--- config.mk ---
export PLATFORM = sky130hd
export DESIGN_NAME = dmem_port_ctrl
export DESIGN_NICKNAME = d
export VERILOG_FILES = /design/src/rtl/dmem_port_ctrl.sv
export SDC_FILE = /design/constraint.sdc
export NUM_CORES = 1
export LEC_CHECK = 0
export BUFFER_PORTS_ARGS = -buffer_cell sky130_fd_sc_hd__buf_2
export CAP_MARGIN = 0
export CORE_MARGIN = 2
export CORE_UTILIZATION = 45
export CTS_CLUSTER_SIZE = 25
export DETAILED_ROUTE_END_ITERATION = 16
export PLACE_DENSITY = 0.8
export SYNTH_ARGS = -nofsm -noshare
export SYNTH_HDL_FRONTEND = slang
export SYNTH_SLANG_ARGS = --single-unit
--- constraint.sdc ---
create_clock -name clk -period 5.5 [get_ports clk]
set_input_delay 0.55 -clock clk [delete_from_list [all_inputs] [get_ports clk]]
set_output_delay 0.55 -clock clk [all_outputs]
set_load 0.01 [all_outputs]
--- src/rtl/dmem_port_ctrl.sv ---
// Arbitrates the LSU and a word-only debug port onto the single RV32I memory data port.
// Define DMEM_PORT_STARVE_GUARD_EN to bound consecutive LSU grants while DBG waits.
module dmem_port_ctrl #(
  parameter int ADDR_W     = 12,
  parameter int MAX_STREAK = 4
) (
  input  logic                clk,
  input  logic                rst,
  input  logic                ls_req,
  input  logic                ls_we,
  input  logic [2:0]          ls_funct3,
  input  logic [ADDR_W+1:0]   ls_addr,
  input  logic [31:0]         ls_wdata,
  output logic                ls_gnt,
  output logic                ls_valid,
  output logic                ls_err,
  output logic [31:0]         ls_rdata,
  input  logic                dbg_req,
  input  logic                dbg_we,
  input  logic [ADDR_W+1:0]   dbg_addr,
  input  logic [31:0]         dbg_wdata,
  output logic                dbg_gnt,
  output logic                dbg_valid,
  output logic                dbg_err,
  output logic [31:0]         dbg_rdata,
  output logic [ADDR_W-1:0]   mem_address,
  output logic [31:0]         mem_data_in,
  output logic                mem_str,
  output logic                mem_ld,
  output logic [3:0]          mem_byte_masking,
  input  logic [31:0]         mem_data_out
);
  localparam int AW = ADDR_W + 2;

  typedef enum logic [1:0] {IDLE, ISSUE, WAIT, RESP} state_t;
  state_t state_q, state_d;

  logic              own_dbg_q, own_dbg_d;
  logic              we_q, we_d;
  logic [2:0]        f3_q, f3_d;
  logic [1:0]        off_q, off_d;
  logic [ADDR_W-1:0] mem_address_q, mem_address_d;
  logic [31:0]       mem_data_in_q, mem_data_in_d;
  logic              mem_str_q, mem_str_d, mem_ld_q, mem_ld_d;
  logic [3:0]        mask_q, mask_d;
  logic              ls_valid_q, ls_valid_d, ls_err_q, ls_err_d;
  logic              dbg_valid_q, dbg_valid_d, dbg_err_q, dbg_err_d;
  logic [31:0]       ls_rdata_q, ls_rdata_d, dbg_rdata_q, dbg_rdata_d;

  logic              any_req, pick_dbg, force_dbg;
  logic              req_we, req_err;
  logic [2:0]        req_f3;
  logic [AW-1:0]     req_addr;
  logic [31:0]       req_wdata;

  function automatic logic [3:0] lane_mask(input logic [2:0] f3, input logic [1:0] off);
    case (f3[1:0])
      2'b00:   lane_mask = 4'b0001 << off;
      2'b01:   lane_mask = 4'b0011 << off;
      default: lane_mask = 4'b1111;
    endcase
  endfunction

  function automatic logic acc_err(input logic we, input logic [2:0] f3, input logic [1:0] off);
    case (f3)
      3'b000, 3'b100: acc_err = we & f3[2];
      3'b001, 3'b101: acc_err = off[0] | (we & f3[2]);
      3'b010:         acc_err = (off != 2'b00);
      default:        acc_err = 1'b1;
    endcase
  endfunction

  function automatic logic [31:0] load_ext(input logic [2:0] f3, input logic [1:0] off,
                                           input logic [31:0] word);
    logic [31:0] sh;
    sh = word >> {off, 3'b000};
    case (f3)
      3'b000:  load_ext = {{24{sh[7]}}, sh[7:0]};
      3'b001:  load_ext = {{16{sh[15]}}, sh[15:0]};
      3'b100:  load_ext = {24'h000000, sh[7:0]};
      3'b101:  load_ext = {16'h0000, sh[15:0]};
      default: load_ext = sh;
    endcase
  endfunction

  // DBG is decoded as a plain word access, so misalignment is its only error.
  always_comb begin
    any_req   = ls_req | dbg_req;
    pick_dbg  = dbg_req & (~ls_req | force_dbg);
    req_we    = pick_dbg ? dbg_we    : ls_we;
    req_f3    = pick_dbg ? 3'b010    : ls_funct3;
    req_addr  = pick_dbg ? dbg_addr  : ls_addr;
    req_wdata = pick_dbg ? dbg_wdata : ls_wdata;
    req_err   = acc_err(req_we, req_f3, req_addr[1:0]);
  end

`ifdef DMEM_PORT_STARVE_GUARD_EN
  logic [3:0] streak_q, streak_d;

  always_comb begin
    streak_d = streak_q;
    if (state_q == IDLE && any_req) begin
      if (pick_dbg || !dbg_req) streak_d = 4'd0;
      else                      streak_d = streak_q + 4'd1;
    end
  end

  always_ff @(posedge clk) begin
    if (rst) streak_q <= 4'd0;
    else     streak_q <= streak_d;
  end

  assign force_dbg = (streak_q >= 4'(MAX_STREAK));
`else
  assign force_dbg = 1'b0;
`endif

  always_comb begin
    state_d       = state_q;
    own_dbg_d     = own_dbg_q;
    we_d          = we_q;
    f3_d          = f3_q;
    off_d         = off_q;
    mem_address_d = mem_address_q;
    mem_data_in_d = mem_data_in_q;
    mask_d        = mask_q;
    mem_str_d     = 1'b0;
    mem_ld_d      = 1'b0;
    ls_valid_d    = 1'b0;
    ls_err_d      = 1'b0;
    dbg_valid_d   = 1'b0;
    dbg_err_d     = 1'b0;
    ls_rdata_d    = ls_rdata_q;
    dbg_rdata_d   = dbg_rdata_q;
    ls_gnt        = 1'b0;
    dbg_gnt       = 1'b0;
    case (state_q)
      IDLE: begin
        if (any_req) begin
          ls_gnt    = ~pick_dbg;
          dbg_gnt   = pick_dbg;
          own_dbg_d = pick_dbg;
          we_d      = req_we;
          f3_d      = req_f3;
          off_d     = req_addr[1:0];
          if (req_err) begin
            state_d     = RESP;
            ls_valid_d  = ~pick_dbg;
            ls_err_d    = ~pick_dbg;
            dbg_valid_d = pick_dbg;
            dbg_err_d   = pick_dbg;
            if (pick_dbg) dbg_rdata_d = 32'd0;
            else          ls_rdata_d  = 32'd0;
          end else begin
            state_d       = ISSUE;
            mem_address_d = req_addr[AW-1:2];
            mem_data_in_d = req_wdata << {req_addr[1:0], 3'b000};
            mask_d        = lane_mask(req_f3, req_addr[1:0]);
            mem_str_d     = req_we;
            mem_ld_d      = ~req_we;
          end
        end
      end
      ISSUE: begin
        state_d = we_q ? RESP : WAIT;
        if (we_q) begin
          ls_valid_d  = ~own_dbg_q;
          dbg_valid_d = own_dbg_q;
          if (own_dbg_q) dbg_rdata_d = 32'd0;
          else           ls_rdata_d  = 32'd0;
        end
      end
      WAIT: begin
        state_d     = RESP;
        ls_valid_d  = ~own_dbg_q;
        dbg_valid_d = own_dbg_q;
        if (own_dbg_q) dbg_rdata_d = load_ext(f3_q, off_q, mem_data_out);
        else           ls_rdata_d  = load_ext(f3_q, off_q, mem_data_out);
      end
      RESP:    state_d = IDLE;
      default: state_d = IDLE;
    endcase
  end

  always_ff @(posedge clk) begin
    if (rst) begin
      state_q       <= IDLE;
      mem_address_q <= '0;
      mem_data_in_q <= 32'd0;
      mask_q        <= 4'b0000;
      mem_str_q     <= 1'b0;
      mem_ld_q      <= 1'b0;
      ls_valid_q    <= 1'b0;
      ls_err_q      <= 1'b0;
      dbg_valid_q   <= 1'b0;
      dbg_err_q     <= 1'b0;
      ls_rdata_q    <= 32'd0;
      dbg_rdata_q   <= 32'd0;
    end else begin
      state_q       <= state_d;
      mem_address_q <= mem_address_d;
      mem_data_in_q <= mem_data_in_d;
      mask_q        <= mask_d;
      mem_str_q     <= mem_str_d;
      mem_ld_q      <= mem_ld_d;
      ls_valid_q    <= ls_valid_d;
      ls_err_q      <= ls_err_d;
      dbg_valid_q   <= dbg_valid_d;
      dbg_err_q     <= dbg_err_d;
      ls_rdata_q    <= ls_rdata_d;
      dbg_rdata_q   <= dbg_rdata_d;
    end
  end

  // Request context only matters while a transaction is in flight.
  always_ff @(posedge clk) begin
    own_dbg_q <= own_dbg_d;
    we_q      <= we_d;
    f3_q      <= f3_d;
    off_q     <= off_d;
  end

  assign mem_address      = mem_address_q;
  assign mem_data_in      = mem_data_in_q;
  assign mem_str          = mem_str_q;
  assign mem_ld           = mem_ld_q;
  assign mem_byte_masking = mask_q;
  assign ls_valid         = ls_valid_q;
  assign ls_err           = ls_err_q;
  assign ls_rdata         = ls_rdata_q;
  assign dbg_valid        = dbg_valid_q;
  assign dbg_err          = dbg_err_q;
  assign dbg_rdata        = dbg_rdata_q;

endmodule
# Yosys cells after proc, flatten, opt, wreduce, memory -nomap -nowiden
# Index checks and enable logic that the tools add are counted.
# op_classes
n_eq_ne	20
shift	4
reduce_logical	14
n_mux	37
n_bitwise	11
# ops
operator	n
32-bit two-way mux	13
32-bit one-hot mux with 3 select lines	2
32-bit one-hot mux with 4 select lines	1
32-bit by 5-bit left shift with 32-bit output	1
32-bit by 5-bit right shift with 32-bit output	1
2-bit inequality test, second input constant	9
14-bit two-way mux	1
7-bit AND reduction	2
3-bit equality test, second input constant	4
1-bit two-way mux	12
1-bit one-hot mux with 3 select lines	3
2-bit one-hot mux with 4 select lines	1
4-bit one-hot mux with 2 select lines	1
1-bit NOT	7
3-bit by 1-bit equality test with 1-bit output, second input constant	2
3-bit logical NOT	2
2-bit OR reduction	3
2-bit by 1-bit equality test with 1-bit output, second input constant	2
2-bit equality test, second input constant	2
2-bit logical NOT	2
2-bit two-way mux	2
4-bit OR reduction	1
1-bit by 2-bit left shift with 4-bit output, first input constant	1
2-bit by 2-bit left shift with 4-bit output, first input constant	1
8 further kinds	10
# totals
output_inout_bits	120
reg_bits	127

# Longest topological paths before layout
# logic_depth
word_depth	9
mapped_depth	10
depth_no_buf	7

# Worst setup path after synthesis
# Ideal clock, no wire load.
# synth_timing
kind	register to register
from	reg state_q[1]
to	reg mem_data_in_q[6], in the netlist mem_data_in[6]
stages_incl_launch_ff	9
path_slack_ns	3.295
setup_time_ns	0.070
t_arrival_ns	2.134
path_cell_list	dfxtp_1 -> inv_1 -> ha_1 -> clkbuf_2 -> nor2b_1 -> nand4_1 -> buf_2 -> or3_1 -> a21oi_1
# synth_via
elab_chain_cells	2
# synth_rtl
item	line_no	source
start: declaration	36	state_t state_q, state_d;
start signal: assignment	200	state_q <= state_d;
2-bit logical NOT	137	case (state_q)
3-bit AND reduction (no source line)	--	
end signal: assignment	202	mem_data_in_q <= mem_data_in_d;
end: declaration	43	logic [31:0] mem_data_in_q, mem_data_in_d;
# No other way between the ends.
# A chain may end at the register's enable or synchronous reset.

# Worst setup path in the final report
# layout_timing
from	reg state_q[1]
to	reg mem_data_in_q[15], in the netlist mem_data_in[15]
# Same word-level chain as after synthesis.

==> metrics list <==
- The flow ran to the end, and the final reports show no timing, DRC or antenna violations.
- CP max FO: 55
* Clk_skew: just under 0.007 ns
- Cells resized by post-CTS repair: 0
- Synthesis instantiated 52 different standard cells from the library.
- The cell area that synthesis handed to floorplanning was 0.00650 mm2.
* Overall die width: ~120 um
- Layout cell share with drive strength beyond 1: between 30% and 40%
- The analysis attributes to cell leakage a power of slightly below 0.004 uW.
* Fill cells: between 1,000 and 1,500
* Setup Fix Bufs, Post-CTS: 0
- The tree built by TritonCTS fans out to 127 sinks.
- Required arrival time at the worst endpoint: 5.85 ns
* Reg-to-Reg End: mem_data_in[15]
- Synthesized instance count: 726
* Worst hold path type: input port to register
- The worst pin sits at a relative slew slack of roughly 16%.
- Before antenna repair, the detailed router went through 5 iterations.
* Yosys synthesis warning count: 0
* Post-synth EDFFs: 7
- Post-Route WL: 20,000 um
* Fin. max-slew vios: 0
- Starting density of the core: 46.5%
- Area of combinational cells with multiple inputs: 0.00346 mm2
- The total overflow left after global routing is 0.
* Highest Clock Rate: 0.336 GHz
* Maximum cell stage delay along the critical path: 1.06 ns
* Reg2Reg Depth: 6
- Largest net degree at the start of global routing: approximately 60
* Vias per inst: 5.57
* Async set or reset register ratio after synthesis: 0%
* Average detailed-routed wire length per instance: 17.6 um
* Area contributors post-synth: sky130_fd_sc_hd__dfxtp_1 37%, sky130_fd_sc_hd__mux2i_1 12%, sky130_fd_sc_hd__nand2_1 4.4%
* Vertical die dimension: around 120 um
- Power spread over the standard cell area amounts to 430 mW/mm2.
* First-iteration detailed-routing DRC count: just under 400
* Via count of the first global-routing pass: between 5,000 and 6,000
* List of cells traversed by the critical path: inv_1 > ha_1 > nor2b_1 > and4_2 > nand3_1 > a21oi_1
- Area Growth Syn to Fin: 28.5%
- Total placed cells including tap cells: 1,100
* Clk Tree Root Cell: sky130_fd_sc_hd__clkbuf_16
- Number of maximum-capacitance constraint violations: 0
* Syn Nets: 863
- Global-route total usage across every layer: 25.1%
- Sequential standard cell area: 0.00261 mm2
* Number of storage elements in the synthesis netlist: 127
- Antenna violations before repair: 2
- The initialized floorplan defines 43 standard-cell rows.
- Share of the cycle needed by the critical path after routing: 54.1%
- CTS built an H-tree with a depth of 4.
- 253 I/O pins were placed.
* Worst setup startpoint: state_q[1]
- Cell Count, Final, Fillers Out: 1,132
- Setup violations remaining at the end of the flow were counted as 0.
* Most common flop cell mapped by yosys: sky130_fd_sc_hd__dfxtp_1
- The first global-routing pass estimated 30,800 um of wire.
* Total chip power: 3590 uW
- Final critical path time including I/O delays and setup: 2.98 ns
- Data arrives at the worst endpoint at 3.32 ns.
- For the pin with the worst max-slew slack, the measured transition is between 1 and 1.5 ns.
- CTS Hold Bufs: 0
* Library cell with the largest summed area after synthesis: sky130_fd_sc_hd__dfxtp_1
* Later-pin clock latency in the skew report: 0.42 ns
- Averaged over all synthesized cells, the footprint is about 9.0 um2.
- Maximum clock path buffer count: 2
- Setup repair after global routing left no endpoint under its margin.
- The startpoint identified for the worst register-to-register timing path is state_q[1].
- Among all stages on the critical path, the largest delay is contributed by sky130_fd_sc_hd__and4_2.
- The count of buffers added on input and output ports is 252.
- Clock-pin slew was measured on the worst setup and hold paths at approximately 0.06 ns.
* Type of the setup path with the least slack: register to register
- The worst setup path is launched from a register.
- Worst setup path end: mem_data_in[15]
- The net count of the finished layout is 1,076.
- After legalization and detailed placement, the total HPWL measured 14,900 um.
* Sequential fraction of the synthesis area: 40.2%
- Area of the core: 0.0140 mm2
- The top cell type by area accounts for 36.9% of the synthesized area.
- Smallest hold slack: 0.392 ns
* DIE AREA: 0.0154 mm2
- Routability-driven placement finished with a final weighted congestion of 0.856.
- Worst reg-to-reg setup slack: 2.52 ns
- The worst setup path is captured at a register.
- The total count of hold-check failures in the final report came to 0.
- Number of buffers inserted during clock tree synthesis: 17
- In the routed design, unresolved DRC markers number 0.
- Setup TNS after final layout: 0 ns
- TritonCTS clock tree: yes
* Vias: 6,301
* Antenna diode count: 0
- Once detail routing completed, the nets flagged for antenna violations numbered 0.
- VDD sags by at most 0.000254 V.
power breakdown:
part | internal (uW) | switching, uW | leakage (uW) | total [uW]
logic | 435 | 746 | 0.00249 | 1180
registers | 1070 | 83.8 | 0.00104 | 1160
clock network | 812 | 444 | 0.000316 | 1260
stage by stage:
step	setup WS (ns)	util (%)	area (um2)
finish	2.52	59.7	8360
global route	2.19	59.7	8360
CTS	2.45	59.7	8360
detailed placement	2.20	55.0	7700
global placement	2.26	55.0	7700
floorplan	3.30	-	6500
metal layers:
metal | routed length (um) | up-vias | track usage (%)
met5 | 24 | - | 0
met4 | 437 | 4 | 8.13
met3 | 1710 | 38 | 8.00
met2 | 9940 | 304 | 43.5
met1 | 7860 | 2890 | 29.3
li1 | - | 3065 | -
registers in the layout, indices dropped and copies added (netlist names):
name              cells
mem_data_in          32
mem_address          12
dbg_err               1
dbg_valid             1
ls_valid              1
state_q               2
ls_rdata             32
off_q                 2
mem_byte_masking      4
ls_err                1
we_q                  1
f3_q                  3
mem_ld                1
mem_str               1
own_dbg_q             1
dbg_rdata            32
final cells by class:
class | instances | area share (%)
Timing Repair Buffer | 257 | 15.6
Clock inverter | 15 | 2.80
Tap cell | 180 | 2.70
Inverter | 24 | 1.17
Clock buffer | 17 | 5.09
Multi-Input combinational cell | 512 | 41.4
Sequential cell | 127 | 31.3
synth_stat cells, types with 3 or more instances:
| cell | n |
|---|---|
| sky130_fd_sc_hd__dfxtp_1 | 120 |
| sky130_fd_sc_hd__mux2i_1 | 79 |
| sky130_fd_sc_hd__nand2_1 | 76 |
| sky130_fd_sc_hd__a21oi_1 | 53 |
| sky130_fd_sc_hd__nor2_1 | 53 |
| sky130_fd_sc_hd__nor3_1 | 28 |
| sky130_fd_sc_hd__o21ai_0 | 28 |
| sky130_fd_sc_hd__buf_2 | 27 |
| sky130_fd_sc_hd__a211oi_1 | 25 |
| sky130_fd_sc_hd__a311oi_1 | 23 |
| sky130_fd_sc_hd__inv_1 | 22 |
| sky130_fd_sc_hd__clkbuf_1 | 21 |
| sky130_fd_sc_hd__nand3_1 | 19 |
| sky130_fd_sc_hd__nor2b_1 | 17 |
| sky130_fd_sc_hd__o32ai_1 | 17 |
| sky130_fd_sc_hd__mux2_2 | 10 |
| sky130_fd_sc_hd__nand2b_1 | 10 |
| sky130_fd_sc_hd__o2bb2ai_2 | 10 |
| sky130_fd_sc_hd__or3_1 | 8 |
| sky130_fd_sc_hd__buf_6 | 7 |
| sky130_fd_sc_hd__edfxtp_1 | 7 |
| sky130_fd_sc_hd__nand3b_1 | 7 |
| sky130_fd_sc_hd__o211a_1 | 7 |
| sky130_fd_sc_hd__o2bb2ai_1 | 6 |
| sky130_fd_sc_hd__and2_1 | 5 |
| sky130_fd_sc_hd__buf_1 | 4 |
| sky130_fd_sc_hd__ha_1 | 4 |
| sky130_fd_sc_hd__buf_4 | 3 |
worst max-delay path, delay by kind of cell (launching register included):
kind            cells  cell delay (ns)
simple gates        3             1.95
buf+inv             1             0.10
fa+ha+maj           1             0.32
flops               1             0.33
compound gates      1             0.19
how the worst min path moves through the flow:
stage                              start         endpoint  slack, ns  depth (start not counted)
after floorplan           mem_data_in[6]   mem_data_in[6]       0.48                          2
final                        ls_addr[13]  mem_address[11]       0.39                          3
after CTS                    ls_addr[13]  mem_address[11]       0.38                          3
after global routing         dbg_addr[4]   mem_address[2]       0.39                          3
after global placement    mem_data_in[9]   mem_data_in[9]       0.44                          2
after detailed placement  mem_data_in[7]   mem_data_in[7]       0.44                          2
logic make-up (layout without fill, tap and decap cells):
logic type,Yosys count,count (layout),share of synthesized area (%)
simple gates,234,234,17.2
compound gates,183,183,20.8
fa+ha+maj,4,4,0.769
flops,127,127,40.2
buf+inv,87,313,6.66
mux,91,91,14.4
layout by cell type, fill, tap and decap left out, types with 3 or more instances in the layout:
cell type and n:
sky130_fd_sc_hd__nor2_1 53, sky130_fd_sc_hd__inv_1 22, sky130_fd_sc_hd__mux2i_1 79, sky130_fd_sc_hd__a211oi_1 25
sky130_fd_sc_hd__o32ai_1 17, sky130_fd_sc_hd__bufinv_16 5, sky130_fd_sc_hd__a311oi_1 23, sky130_fd_sc_hd__dfxtp_1 120
sky130_fd_sc_hd__nand3b_1 7, sky130_fd_sc_hd__clkbuf_16 17, sky130_fd_sc_hd__buf_4 6, sky130_fd_sc_hd__a21oi_1 53
sky130_fd_sc_hd__or3_1 8, sky130_fd_sc_hd__nand2b_1 10, sky130_fd_sc_hd__nor2b_1 17, sky130_fd_sc_hd__edfxtp_1 7
sky130_fd_sc_hd__nor3_1 28, sky130_fd_sc_hd__and2_1 5, sky130_fd_sc_hd__clkinv_4 3, sky130_fd_sc_hd__o211a_1 7
sky130_fd_sc_hd__ha_1 4, sky130_fd_sc_hd__nand2_1 76, sky130_fd_sc_hd__o2bb2ai_2 10, sky130_fd_sc_hd__o21ai_0 28
sky130_fd_sc_hd__inv_6 3, sky130_fd_sc_hd__buf_2 251, sky130_fd_sc_hd__nand3_1 19, sky130_fd_sc_hd__mux2_2 10
sky130_fd_sc_hd__o2bb2ai_1 6
Power figures use the tool's default switching activity.
